[config.mk]
export PLATFORM = sky130hd
export DESIGN_NAME = jtag_tap_ctrl
export DESIGN_NICKNAME = d
export VERILOG_FILES = /design/src/rtl/jtag_pkg.sv /design/src/rtl/jtag_tap_fsm.sv /design/src/rtl/jtag_tap_ctrl.sv
export SDC_FILE = /design/constraint.sdc
export NUM_CORES = 1
export LEC_CHECK = 0
export ABC_AREA = 1
export ABC_CLOCK_PERIOD_IN_PS = 2000
export BUFFER_PORTS_ARGS = -buffer_cell sky130_fd_sc_hd__clkbuf_2
export CORE_MARGIN = 4
export CORE_UTILIZATION = 46
export CTS_CLUSTER_DIAMETER = 150
export DETAILED_ROUTE_END_ITERATION = 10
export PLACE_DENSITY = 0.69
export SLEW_MARGIN = 20
export SYNTH_ARGS = -nofsm -noshare
export SYNTH_HDL_FRONTEND = slang
export SYNTH_HIERARCHICAL = 1
export SYNTH_SLANG_ARGS = --single-unit
export TNS_END_PERCENT = 10
[constraint.sdc]
create_clock -name CK -period 2 [get_ports CK]
set_input_delay 0.4 -clock CK [delete_from_list [all_inputs] [get_ports CK]]
set_output_delay 0.4 -clock CK [all_outputs]
set_load 0.03 [all_outputs]
[src/rtl/jtag_pkg.sv]
// Shared TAP controller definitions: state encodings, opcodes and decode helpers.
package jtag_pkg;

  localparam int IR_W = 3;

  localparam logic [IR_W-1:0] OP_EXTEST  = 3'b000;
  localparam logic [IR_W-1:0] OP_SAMPLE  = 3'b001;
  localparam logic [IR_W-1:0] OP_INTSCAN = 3'b010;
  localparam logic [IR_W-1:0] OP_BYPASS  = 3'b111;

  // Value loaded into the IR shift register in Capture-IR.
  localparam logic [IR_W-1:0] IR_CAPTURE = {{(IR_W-2){1'b0}}, 2'b01};

  // IEEE 1149.1 state encodings.
  typedef enum logic [3:0] {
    EXIT2_DR = 4'h0,
    EXIT1_DR = 4'h1,
    SHIFT_DR = 4'h2,
    PAUSE_DR = 4'h3,
    SEL_IR   = 4'h4,
    UPD_DR   = 4'h5,
    CAP_DR   = 4'h6,
    SEL_DR   = 4'h7,
    EXIT2_IR = 4'h8,
    EXIT1_IR = 4'h9,
    SHIFT_IR = 4'hA,
    PAUSE_IR = 4'hB,
    RTI      = 4'hC,
    UPD_IR   = 4'hD,
    CAP_IR   = 4'hE,
    TLR      = 4'hF
  } tap_state_t;

  // Which data register an instruction connects between TDI and TDO.
  typedef enum logic [1:0] {
    DR_BYPASS = 2'd0,
    DR_BSR    = 2'd1,
    DR_ISR    = 2'd2
  } dr_sel_t;

  // Data register selected by an opcode; anything undefined falls back to bypass.
  function automatic dr_sel_t op_dr_sel(input logic [IR_W-1:0] op);
    dr_sel_t sel;
    case (op)
      OP_EXTEST:  sel = DR_BSR;
      OP_SAMPLE:  sel = DR_BSR;
      OP_INTSCAN: sel = DR_ISR;
      default:    sel = DR_BYPASS;
    endcase
    return sel;
  endfunction

  // Test-mode enable implied by an opcode.
  function automatic logic op_bs_en(input logic [IR_W-1:0] op);
    logic en;
    case (op)
      OP_EXTEST:  en = 1'b1;
      OP_INTSCAN: en = 1'b1;
      default:    en = 1'b0;
    endcase
    return en;
  endfunction

endpackage

[src/rtl/jtag_tap_fsm.sv]
// 16-state TAP state machine driven by TMS; exposes the registered state only.
module jtag_tap_fsm
  import jtag_pkg::*;
(
  input  logic       ck,
  input  logic       rst,
  input  logic       tms,
  output tap_state_t state
);

  tap_state_t state_nxt;

  // State register; reset parks the controller in Test-Logic-Reset.
  always_ff @(posedge ck or posedge rst) begin
    if (rst) begin
      state <= TLR;
    end else begin
      state <= state_nxt;
    end
  end

  // Standard TMS transition table.
  always_comb begin
    state_nxt = state;
    case (state)
      TLR:      state_nxt = tms ? TLR      : RTI;
      RTI:      state_nxt = tms ? SEL_DR   : RTI;
      SEL_DR:   state_nxt = tms ? SEL_IR   : CAP_DR;
      CAP_DR:   state_nxt = tms ? EXIT1_DR : SHIFT_DR;
      SHIFT_DR: state_nxt = tms ? EXIT1_DR : SHIFT_DR;
      EXIT1_DR: state_nxt = tms ? UPD_DR   : PAUSE_DR;
      PAUSE_DR: state_nxt = tms ? EXIT2_DR : PAUSE_DR;
      EXIT2_DR: state_nxt = tms ? UPD_DR   : SHIFT_DR;
      UPD_DR:   state_nxt = tms ? SEL_DR   : RTI;
      SEL_IR:   state_nxt = tms ? TLR      : CAP_IR;
      CAP_IR:   state_nxt = tms ? EXIT1_IR : SHIFT_IR;
      SHIFT_IR: state_nxt = tms ? EXIT1_IR : SHIFT_IR;
      EXIT1_IR: state_nxt = tms ? UPD_IR   : PAUSE_IR;
      PAUSE_IR: state_nxt = tms ? EXIT2_IR : PAUSE_IR;
      EXIT2_IR: state_nxt = tms ? UPD_IR   : SHIFT_IR;
      UPD_IR:   state_nxt = tms ? SEL_DR   : RTI;
      default:  state_nxt = TLR;
    endcase
  end

endmodule

[src/rtl/jtag_tap_ctrl.sv]
// TAP controller top: instruction register, bypass register, BSR/ISR strobe
// decode and registered TDO mux around the TMS state machine.
module jtag_tap_ctrl
  import jtag_pkg::*;
(
  input  logic       CK,
  input  logic       RST,
  input  logic       TMS,
  input  logic       TDI,
  input  logic       TDO_BSR,
  input  logic       TDO_ISR,
  output logic       clockdr,
  output logic       updatedr,
  output logic       shiftdr,
  output logic       clockdr_is,
  output logic       updatedr_is,
  output logic       shiftdr_is,
  output logic       bs_en,
  output logic       TDO,
  output logic       tdo_en,
  output logic [3:0] tap_state
);

  tap_state_t      state;
  logic [IR_W-1:0] ir;
  logic [IR_W-1:0] ir_sr;
  logic            byp;
  dr_sel_t         dr_sel;
  logic            dr_tdo;
  logic            in_cap_or_shift_dr;

  jtag_tap_fsm u_fsm (
    .ck    (CK),
    .rst   (RST),
    .tms   (TMS),
    .state (state)
  );

  assign tap_state = state;
  assign dr_sel    = op_dr_sel(ir);

  // IR shift register: capture the fixed pattern, then shift right with TDI into the MSB.
  always_ff @(posedge CK or posedge RST) begin
    if (RST) begin
      ir_sr <= '0;
    end else if (state == CAP_IR) begin
      ir_sr <= IR_CAPTURE;
    end else if (state == SHIFT_IR) begin
      ir_sr <= {TDI, ir_sr[IR_W-1:1]};
    end
  end

  // Instruction register: forced to BYPASS in TLR, loaded only on Update-IR.
  always_ff @(posedge CK or posedge RST) begin
    if (RST) begin
      ir <= OP_BYPASS;
    end else if (state == TLR) begin
      ir <= OP_BYPASS;
    end else if (state == UPD_IR) begin
      ir <= ir_sr;
    end
  end

  // Test-mode enable follows the newly loaded instruction, so it can never change mid DR scan.
  always_ff @(posedge CK or posedge RST) begin
    if (RST) begin
      bs_en <= 1'b0;
    end else if (state == TLR) begin
      bs_en <= 1'b0;
    end else if (state == UPD_IR) begin
      bs_en <= op_bs_en(ir_sr);
    end
  end

  // One-bit bypass register: cleared on capture, samples TDI while shifting.
  always_ff @(posedge CK or posedge RST) begin
    if (RST) begin
      byp <= 1'b0;
    end else if (state == CAP_DR) begin
      byp <= 1'b0;
    end else if (state == SHIFT_DR) begin
      byp <= TDI;
    end
  end

  // Serial-out source for the currently selected data register.
  always_comb begin
    dr_tdo = byp;
    case (dr_sel)
      DR_BSR:  dr_tdo = TDO_BSR;
      DR_ISR:  dr_tdo = TDO_ISR;
      default: dr_tdo = byp;
    endcase
  end

  // Registered TDO and its valid flag; both are zero outside the Shift states.
  always_ff @(posedge CK or posedge RST) begin
    if (RST) begin
      TDO    <= 1'b0;
      tdo_en <= 1'b0;
    end else begin
      TDO    <= 1'b0;
      tdo_en <= 1'b0;
      if (state == SHIFT_IR) begin
        TDO    <= ir_sr[0];
        tdo_en <= 1'b1;
      end else if (state == SHIFT_DR) begin
        TDO    <= dr_tdo;
        tdo_en <= 1'b1;
      end
    end
  end

  assign in_cap_or_shift_dr = (state == CAP_DR) || (state == SHIFT_DR);

  // Moore strobe decode; only the chain selected by the IR sees any activity.
  always_comb begin
    clockdr     = 1'b0;
    shiftdr     = 1'b0;
    updatedr    = 1'b0;
    clockdr_is  = 1'b0;
    shiftdr_is  = 1'b0;
    updatedr_is = 1'b0;
    case (dr_sel)
      DR_BSR: begin
        clockdr  = in_cap_or_shift_dr;
        shiftdr  = (state == SHIFT_DR);
        updatedr = (state == UPD_DR);
      end
      DR_ISR: begin
        clockdr_is  = in_cap_or_shift_dr;
        shiftdr_is  = (state == SHIFT_DR);
        updatedr_is = (state == UPD_DR);
      end
      default: begin
        clockdr = 1'b0;
      end
    endcase
  end

endmodule

==> results of run 1 <==
power by group:
group | switching, uW | leakage (uW) | internal, uW | total (uW)
registers | 153 | 0.000166 | 467 | 619
clock network | 95.2 | 0.0000210 | 111 | 206
logic | 705 | 0.000412 | 370 | 1080
metrics by stage:
stage | setup WS [ns] | instance area, um^2 | setup TNS, ns | std cells
after global routing | -0.0591 | 1100 | -0.266 | 169
after CTS | 0.00447 | 1050 | 0 | 168
after detailed placement | 0.224 | 1000 | 0 | 164
final | 0.0221 | 1100 | 0 | 169
after global placement | 0.302 | 1000 | 0 | 164
after floorplan | 0.188 | 871 | 0 | 120
layout make-up:
| type | instances | area [um^2] | area share [%] |
|---|---|---|---|
| tap | 25 | 31.3 | 2.84 |
| multi-input combinational | 80 | 444 | 40.3 |
| inverter | 26 | 101 | 9.20 |
| sequential | 14 | 359 | 32.6 |
| clock buffer | 4 | 36.3 | 3.30 |
| timing repair buffer | 20 | 129 | 11.7 |
critical path, cell delays in order, from the launching register on:
cell	delay, ns
sky130_fd_sc_hd__dfstp_2	0.54
sky130_fd_sc_hd__inv_2	0.05
sky130_fd_sc_hd__nor3_4	0.19
sky130_fd_sc_hd__ha_2	0.21
sky130_fd_sc_hd__inv_2	0.05
sky130_fd_sc_hd__nor2_1	0.09
sky130_fd_sc_hd__buf_4	0.17
cells by family (layout without fill, tap and decap cells):
group           Yosys count  after routing  synth area share (%)
simple gates             66             66                  36.6
fa+ha+maj                 2              2                  2.87
compound gates           12             12                  7.90
flops                    14             14                  41.2
buf+inv                  26             50                  11.4
path summary, 6_finish.rpt:
kind	startpoint	endpoint	depth (start not counted)
setup / recovery	ir[1]	updatedr_is	6
hold / removal	RST	ir_sr[1]	2
setup reg to reg	ir[1]	TDO	8
hold reg to reg	ir[0]	ir[0]	2
max in group asynchronous	RST	ir[0]	2
min in group CK	TMS	u_fsm/state[1]	3
state kept, by name (all words and copies together), names as in the netlist:
signal / flops
TDO: 1
bs_en: 1
byp: 1
ir: 3
ir_sr: 3
tdo_en: 1
u_fsm/state: 4
layout by cell type, fill, tap and decap left out, types with 2 or more instances in the layout:
cell and count:
sky130_fd_sc_hd__nand3_2 2, sky130_fd_sc_hd__dfrtp_1 7, sky130_fd_sc_hd__clkbuf_2 12, sky130_fd_sc_hd__nand3_1 10, sky130_fd_sc_hd__inv_1 17, sky130_fd_sc_hd__clkbuf_8 2, sky130_fd_sc_hd__nor2_2 4, sky130_fd_sc_hd__buf_6 2
sky130_fd_sc_hd__nand2_4 2, sky130_fd_sc_hd__clkbuf_4 3, sky130_fd_sc_hd__nand2_1 30, sky130_fd_sc_hd__nor2_1 11, sky130_fd_sc_hd__nor2_4 2, sky130_fd_sc_hd__o21ai_1 3, sky130_fd_sc_hd__o211ai_1 3, sky130_fd_sc_hd__buf_4 3
sky130_fd_sc_hd__buf_2 2, sky130_fd_sc_hd__o21ai_0 5, sky130_fd_sc_hd__nand2_2 2, sky130_fd_sc_hd__dfstp_2 7, sky130_fd_sc_hd__inv_2 7
what timing repair did:
action / 4_1_cts / 5_1_grt
gates cloned: 0 / 0
pin swaps: 0 / 5
hold endpoints to repair: 0 / 0
setup endpoints to repair: 6 / 6
resized for setup: 4 / 23
hold buffers: 0 / 0
setup buffers: 0 / 1
layer usage:
metal  wire length (um)  share of wire (%)  global-route usage [%]  vias to the layer above
met5                  0                  0                       0                        -
met4                 34                1.8                    9.17                        0
met3                 76                4.0                   0.860                        4
met2               1030                 54                    30.5                       22
met1                747                 40                    15.7                      378
li1                   -                  -                       -                      420
==> flow_summary.toml, run 1 <==
[outcome]
status = "finished clean"

[sta]
max_freq_ghz = 0.506
layout_worst_path_cycle_share_pct = 98.9
setup_viol = 0
hold_violations = 0
timing.final.max_slew_violations = 0
post-route-min-period_ns = 1.98
holdWs_ns = 0.0763
unrepaired_setup_endpoints_after_global_routing = "true"
max-slew-margin-rel_pct = 73.9
worst_pin_slew_ns = 0.391
fin_worst_skew_ns = 0.00288

[synthesis]
yosys.cell_types.count = 21
commonest_cells_post_synth = "sky130_fd_sc_hd__nand2_1 (30), sky130_fd_sc_hd__inv_1 (21), sky130_fd_sc_hd__nor2_1 (13), sky130_fd_sc_hd__nand3_1 (10)"
syn_area_um2 = 871
predominant_post_synthesis_flop_cell = "sky130_fd_sc_hd__dfstp_2"
synth_top_area_share_pct = 21.1
synth.most_common_cell = "sky130_fd_sc_hd__nand2_1"
number_of_nets_produced_by_synthesis = 128
syn-mean-instance-area_um2 = 7.26
synth_area_leader_cell = "sky130_fd_sc_hd__dfstp_2"
seq_area_frac_synth_pct = 41.2
synthesis.yosys.warnings = 6
area_contributors_post_synth = "sky130_fd_sc_hd__dfstp_2 (21%), sky130_fd_sc_hd__dfrtp_1 (20%), sky130_fd_sc_hd__nand2_1 (13%)"
number_of_enable_type_register_cells_in_the_synthesized_netlist = 0
async_reset_ff_share_pct = 100
netlist_instances = 120
ys_ff_latch = 14

[place]
placement.io_buffers = 18
gp_congestion = 0.788
dp.final_hpwl_um = 1470

[die]
dieArea_um2 = 2650
die_width_um = 51.5
floorplan.die.height_um = 51.5
core-area_um2 = 1760
initial_core_util_pct = 49.4
floorplan.rows = 15
io_pins = 19

[final_layout]
drive_gt1_share_pct = 38.2
layout-area-overhead-vs-synth_pct = 26.4
layout.core_utilization_pct = 62.4
antenna_cells = 0
nFillCells = 185
final_nets = 153

[global_routing]
grt_overflow_total = 0
grt_start_max_net_pins = 12
grt_first_pass_wirelength_um = 3100
grt_antenna_before_repair = 0
overall_global_routing_resource_usage_pct = 15.5
vias_in_the_first_global_route = 785

[route]
antenna_left = 0
first_iter_violations = 10
drt_pre_antenna_iters = 4
detail_route.drc_violations = 0
post_drt_wl_per_cell_um = 11.2
drt-vias-per-instance = 4.88
via_count = 824
drt-total-wl_um = 1890

[clocking]
cts_root_buffer = "sky130_fd_sc_hd__clkbuf_4"
clock_sink_count = 14
cts.htree.levels = 1
cts_made_buffers = 3
worst_skew_pair.late_latency_ns = 0.28
path_clk_slew_ns = 0.09
tritoncts = "built"
clk_path_buf_depth = 2

[min_path]
hp-class = "in2async"

[setup_path]
startpoint_class_of_the_critical_path = "flip-flop"
timing.setup.critical_path_class = "reg2out"
crit_path_end_kind = "output pin"
cp_data_required_time_ns = 1.60
critical_path.max_fanout = 3
reg2reg_setup_slack_ns = 0.60
worstPathArrival_ns = 1.58

[pwr]
power.leakage_uw = 0.000599
vdd_ir_drop_max_mv = 0.805
p_per_area_nw_per_um2 = 1730
total_power_uw = 1900

[flow_run]
max_cap_violations = 0
No activity file was read; power rests on OpenSTA's default activity.
==> run 2, diff against run 1 <==
Settings changed: ABC_CLOCK_PERIOD_IN_PS 2000 to 1800, PLACE_DENSITY 0.69 to 0.72, RECOVER_POWER set to 25.
Clock period 2 ns to 1.8 ns, I/O delays scaled along.
==> flow_summary.toml, run 2 (synthesis results as in run 1) <==
[die]
io_pins = 19
floorplan.die.height_um = 51.5
die_width_um = 51.5
floorplan.rows = 15
dieArea_um2 = 2650
initial_core_util_pct = 49.4
core-area_um2 = 1760

[clocking]
cts_made_buffers = 3
clk_path_buf_depth = 2
worst_skew_pair.late_latency_ns = 0.28
cts.htree.levels = 1
tritoncts = "built"
clock_sink_count = 14
path_clk_slew_ns = 0.09
cts_root_buffer = "sky130_fd_sc_hd__clkbuf_4"

[global_routing]
vias_in_the_first_global_route = 850
grt_first_pass_wirelength_um = 3290
grt_start_max_net_pins = 12
grt_overflow_total = 0
grt_antenna_before_repair = 0
overall_global_routing_resource_usage_pct = 17.0

[place]
placement.cell_area_um2 = 1010
placement.io_buffers = 18
dp.final_hpwl_um = 1540
gp_congestion = 0.803
placement.setup.worst_slack_ns = 0.0273

[sta]
post-route-min-period_ns = 1.87
max_freq_ghz = 0.535
layout_worst_path_cycle_share_pct = 104
hold_violations = 0
final_critical_path_setup_slack_ns = -0.0680
max-slew-margin-rel_pct = 73.9
worst_pin_slew_ns = 0.391
unrepaired_setup_endpoints_after_global_routing = "true"
timing.final.max_slew_violations = 0
fin_worst_skew_ns = 0.0105
setup_viol = 6

[pwr]
p_per_area_nw_per_um2 = 1870
vdd_ir_drop_max_mv = 1.14
power.leakage_uw = 0.000601

[route]
highest-signal-layer = "met4"
antenna_left = 0
via_count = 845
met1Wirelength_um = 736
drt-total-wl_um = 1980
drt_pre_antenna_iters = 4
met2WireLength_um = 1130
detail_route.drc_violations = 0
post_drt_wl_per_cell_um = 11.6
met3WireLength_um = 87
drt-vias-per-instance = 4.94
first_iter_violations = 14

[setup_path]
worst_path_largest_cell_delay_ns = 0.54
timing.setup.critical_path_class = "reg2out"
critical-path-top-delay-family = "flip-flops"
path_common_cell = "sky130_fd_sc_hd__inv_2"
cp_num_buf_inv = 4
cpMaxStageDelayCell = "sky130_fd_sc_hd__dfstp_2"
worstPathArrival_ns = 1.51
crit_path_end_kind = "output pin"
cp_data_required_time_ns = 1.44
timing.critical_path.cells = "inv_2 > nor3_4 > inv_1 > ha_2 > inv_2 > nor2_1 > clkbuf_8"
startpoint_class_of_the_critical_path = "flip-flop"
critical_path.max_fanout = 3

[final_layout]
biggestRegsByFlops = "u_fsm/state (4), ir (3), ir_sr (3)"
finish.instance_area_um2 = 1120
largest_register_ffs = 4
mostFrequentLayoutCells = "sky130_fd_sc_hd__nand2_1 (30), sky130_fd_sc_hd__inv_1 (18), sky130_fd_sc_hd__clkbuf_2 (11)"
drive_gt1_share_pct = 37.7
antenna_cells = 0
area_occupied_by_registers_um2 = 359
nFillCells = 178
layout-area-overhead-vs-synth_pct = 28.3
most_common_cell_after_layout_fill_and_taps_aside = "sky130_fd_sc_hd__nand2_1"
top_register = "u_fsm/state"
final_nets = 155
multi_input_area_um2 = 437

[min_path]
hp-class = "in2async"

[flow_run]
max_cap_violations = 0

[outcome]
status = "complete, but fails checks"
failed_checks = "negative setup slack"
==> run 2: area by class of cell <==
type	count	share of cell area, %
multi-input cells	80	39.1
flip-flops and latches	14	32.1
repair buffers	22	14.8
inverters	26	8.85
well taps	25	2.80
clock buffers	4	2.35
==> run 2: report_power, final <==
group | total [uW] | switching (uW) | internal [uW]
Sequential | 679 | 160 | 518
Clock | 183 | 96.9 | 85.8
Combinational | 1230 | 801 | 430
Total | 2090 | 1060 | 1030
==> run 2: routing by layer <==
layer	vias up	global-route usage (%)
met5	-	0
met4	0	9.17
met3	4	1.72
met2	25	36.0
met1	393	14.9
li1	423	-
==> run 2: per-stage QoR <==
| step | total power [uW] | hold WS (ns) | utilization (%) | TNS, ns | std cells |
|---|---|---|---|---|---|
| 2_1_floorplan | 1500 | 0.198 | - | 0 | 120 |
| 3_3_place_gp | 1760 | 0.353 | 57.1 | 0 | 165 |
| 3_5_place_dp | 1800 | 0.361 | 57.1 | 0 | 165 |
| 4_1_cts | 2080 | 0.0522 | 62.8 | -0.727 | 170 |
| 5_1_grt | 2270 | 0.0853 | 63.3 | -0.748 | 171 |
| 6_report | 2090 | 0.0352 | 63.3 | -0.349 | 171 |
==> run 2: final timing paths <==
path / slack [ns] / from / to / depth (start not counted)
max: -0.07 / ir[1] / clockdr / 7
min: 0.04 / RST / tdo_en / 2
max reg2reg: 0.38 / ir[1] / TDO / 9
min reg2reg: 0.50 / ir[0] / ir[0] / 2
max in group asynchronous: 1.44 / RST / ir[1] / 2
min in group CK: 0.30 / TDI / byp / 3
==> run 2: timing repair <==
action / in CTS / in global routing
hold buffers: 0 / 0
pin swaps: 4 / 3
resized for setup: 20 / 2
hold endpoints to repair: 0 / 0
buffers inserted: 1 / 1
endpoints found under the setup margin: 6 / 6
==> run 3, diff against run 2 <==
Settings changed: ABC_AREA 1 to not set, CORE_UTILIZATION 46 to 45.
==> flow_summary.toml, run 3 <==
[flow_run]
max_cap_violations = 0

[global_routing]
grt_overflow_total = 0
vias_in_the_first_global_route = 633
grt_start_max_net_pins = 16
grt_antenna_before_repair = 0
grt_first_pass_wirelength_um = 2950
overall_global_routing_resource_usage_pct = 16.3

[pwr]
power.leakage_uw = 0.000491
p_per_area_nw_per_um2 = 1850
vdd_ir_drop_max_mv = 0.896
total_power_uw = 1950

[setup_path]
critical_path.max_fanout = 3
worstPathArrival_ns = 1.54
timing.setup.critical_path_class = "reg2out"
startpoint_class_of_the_critical_path = "flip-flop"
crit_path_end_kind = "output pin"
cp_data_required_time_ns = 1.44

[route]
antenna_left = 0
first_iter_violations = 14
drt-vias-per-instance = 5.53
via_count = 664
post_drt_wl_per_cell_um = 15.0
drt_pre_antenna_iters = 4
drt-total-wl_um = 1800
detail_route.drc_violations = 0

[synthesis]
synth_area_leader_cell = "sky130_fd_sc_hd__dfstp_2"
netlist_instances = 82
synthesis.yosys.warnings = 6
yosys.cell_types.count = 27
syn-mean-instance-area_um2 = 9.37
number_of_nets_produced_by_synthesis = 90
seq_area_frac_synth_pct = 46.7
area_contributors_post_synth = "sky130_fd_sc_hd__dfstp_2 (24%), sky130_fd_sc_hd__dfrtp_1 (23%), sky130_fd_sc_hd__nand2_1 (5.4%)"
number_of_enable_type_register_cells_in_the_synthesized_netlist = 0
async_reset_ff_share_pct = 100
synth_top_area_share_pct = 23.9
predominant_post_synthesis_flop_cell = "sky130_fd_sc_hd__dfstp_2"
syn_area_um2 = 768
commonest_cells_post_synth = "sky130_fd_sc_hd__nand2_1 (11), sky130_fd_sc_hd__nor2_1 (11), sky130_fd_sc_hd__dfrtp_1 (7), sky130_fd_sc_hd__dfstp_2 (7), sky130_fd_sc_hd__o21ai_0 (7)"
ys_ff_latch = 14

[final_layout]
top_register = "u_fsm/state"
antenna_cells = 0
biggestRegsByFlops = "u_fsm/state (4), ir (3), ir_sr (3)"
layout.core_utilization_pct = 67.7
final_nets = 113
largest_register_ffs = 4
drive_gt1_share_pct = 48.1
nFillCells = 125
most_common_cell_after_layout_fill_and_taps_aside = "sky130_fd_sc_hd__clkbuf_2"
mostFrequentLayoutCells = "sky130_fd_sc_hd__clkbuf_2 (11), sky130_fd_sc_hd__nand2_1 (10), sky130_fd_sc_hd__nor2_1 (8)"
layout-area-overhead-vs-synth_pct = 37.5

[sta]
hold_violations = 0
post-route-min-period_ns = 1.90
max_freq_ghz = 0.525
setup_viol = 5
fin_worst_skew_ns = 0.0128
layout_worst_path_cycle_share_pct = 106
max-slew-margin-rel_pct = 73.6
unrepaired_setup_endpoints_after_global_routing = "true"
final_critical_path_setup_slack_ns = -0.105
worst_pin_slew_ns = 0.395
fin_tns_setup_ns = -0.338
timing.final.max_slew_violations = 0

[place]
gp_congestion = 0.726
dp.final_hpwl_um = 1200
placement.io_buffers = 18

[clocking]
clk_path_buf_depth = 2
clock_sink_count = 14
cts.htree.levels = 1
cts_made_buffers = 3
tritoncts = "built"
post-cts-setup-buffers = 0
hold_buffers = 0
worst_skew_pair.late_latency_ns = 0.28
path_clk_slew_ns = 0.09
cts_root_buffer = "sky130_fd_sc_hd__clkbuf_4"

[die]
die_width_um = 49.3
dieArea_um2 = 2430
floorplan.rows = 14
core-area_um2 = 1560
floorplan.die.height_um = 49.3
io_pins = 19
initial_core_util_pct = 49.3

[outcome]
failed_checks = "negative setup slack"
status = "complete, but fails checks"

[min_path]
hp-class = "in2async"
run 3: cell types whose count changed after synthesis, moves of 3 or more:
| cell | previous run | this run |
|---|---|---|
| sky130_fd_sc_hd__nand2_1 | 30 | 11 |
| sky130_fd_sc_hd__inv_1 | 21 | 5 |
| sky130_fd_sc_hd__nand3_1 | 10 | 1 |
| sky130_fd_sc_hd__inv_2 | 4 | 0 |
| sky130_fd_sc_hd__nand2b_1 | 0 | 4 |
| sky130_fd_sc_hd__nor3_1 | 1 | 5 |
| sky130_fd_sc_hd__buf_4 | 0 | 3 |
run 3: logic make-up after synthesis:
| group | count (synthesis) | share of synthesized area (%) |
|---|---|---|
| buffers and inverters | 9 | 6.84 |
| flip-flops | 14 | 46.7 |
| AND/OR/NAND/NOR | 39 | 28.2 |
| AO/OA/AOI/OAI | 18 | 15.0 |
| adder cells (fa/ha/maj) | 2 | 3.26 |
run 3: where the power goes:
group,internal (uW),switching (uW),total [uW]
logic,414,677,1090
clock network,123,100,223
registers,510,128,638
total,1050,906,1950
run 3: metrics by stage:
| step | instances | hold slack, ns | worst slack [ns] | instance area (um^2) |
|---|---|---|---|---|
| global placement | 116 | 0.361 | 0.156 | 885 |
| CTS | 120 | 0.0411 | -0.122 | 1020 |
| detailed placement | 116 | 0.358 | 0.127 | 885 |
| finish | 120 | 0.0437 | -0.105 | 1060 |
| floorplan | 82 | 0.198 | -0.206 | 778 |
| global route | 120 | 0.0739 | -0.174 | 1060 |
run 3: path summary, 6_finish.rpt:
path,from,to,slack (ns),depth (start not counted)
setup / recovery,ir[1],clockdr_is,-0.10,6
hold reg to reg,ir[0],ir[0],0.49,2
setup reg to reg,ir[2],TDO,0.35,6
max in group asynchronous,RST,ir[0],1.43,2
min in group CK,TMS,u_fsm/state[1],0.36,2
hold / removal,RST,TDO,0.04,2
run 3: timing repair:
action                     in CTS  in global routing
gates resized for setup        22                 10
setup endpoints to repair       6                  6
pin swaps                       3                  5
run 3: critical path, stage by stage, from the launching register on:
cell	delay, ns
sky130_fd_sc_hd__dfstp_2	0.57
sky130_fd_sc_hd__nand2_2	0.08
sky130_fd_sc_hd__inv_2	0.07
sky130_fd_sc_hd__ha_4	0.14
sky130_fd_sc_hd__nand2b_4	0.08
sky130_fd_sc_hd__nor2_1	0.15
sky130_fd_sc_hd__clkbuf_8	0.19
run 3: layout make-up:
| class | instances | area (um^2) | share of cell area [%] |
|---|---|---|---|
| Clock buffer | 4 | 36.3 | 3.44 |
| Inverter | 5 | 18.8 | 1.78 |
| Multi-Input combinational cell | 59 | 452 | 42.8 |
| Sequential cell | 14 | 359 | 34.0 |
| Tap cell | 16 | 20.0 | 1.90 |
| Timing Repair Buffer | 22 | 170 | 16.1 |
run 3: metal layers:
metal  GRT usage, %  share of wire, %  vias up
li1               -                 -      328
met1           19.2                43      308
met2           24.3                49       20
met3           3.67               4.3        8
met4           15.2               4.0        0
met5              0                 0        -
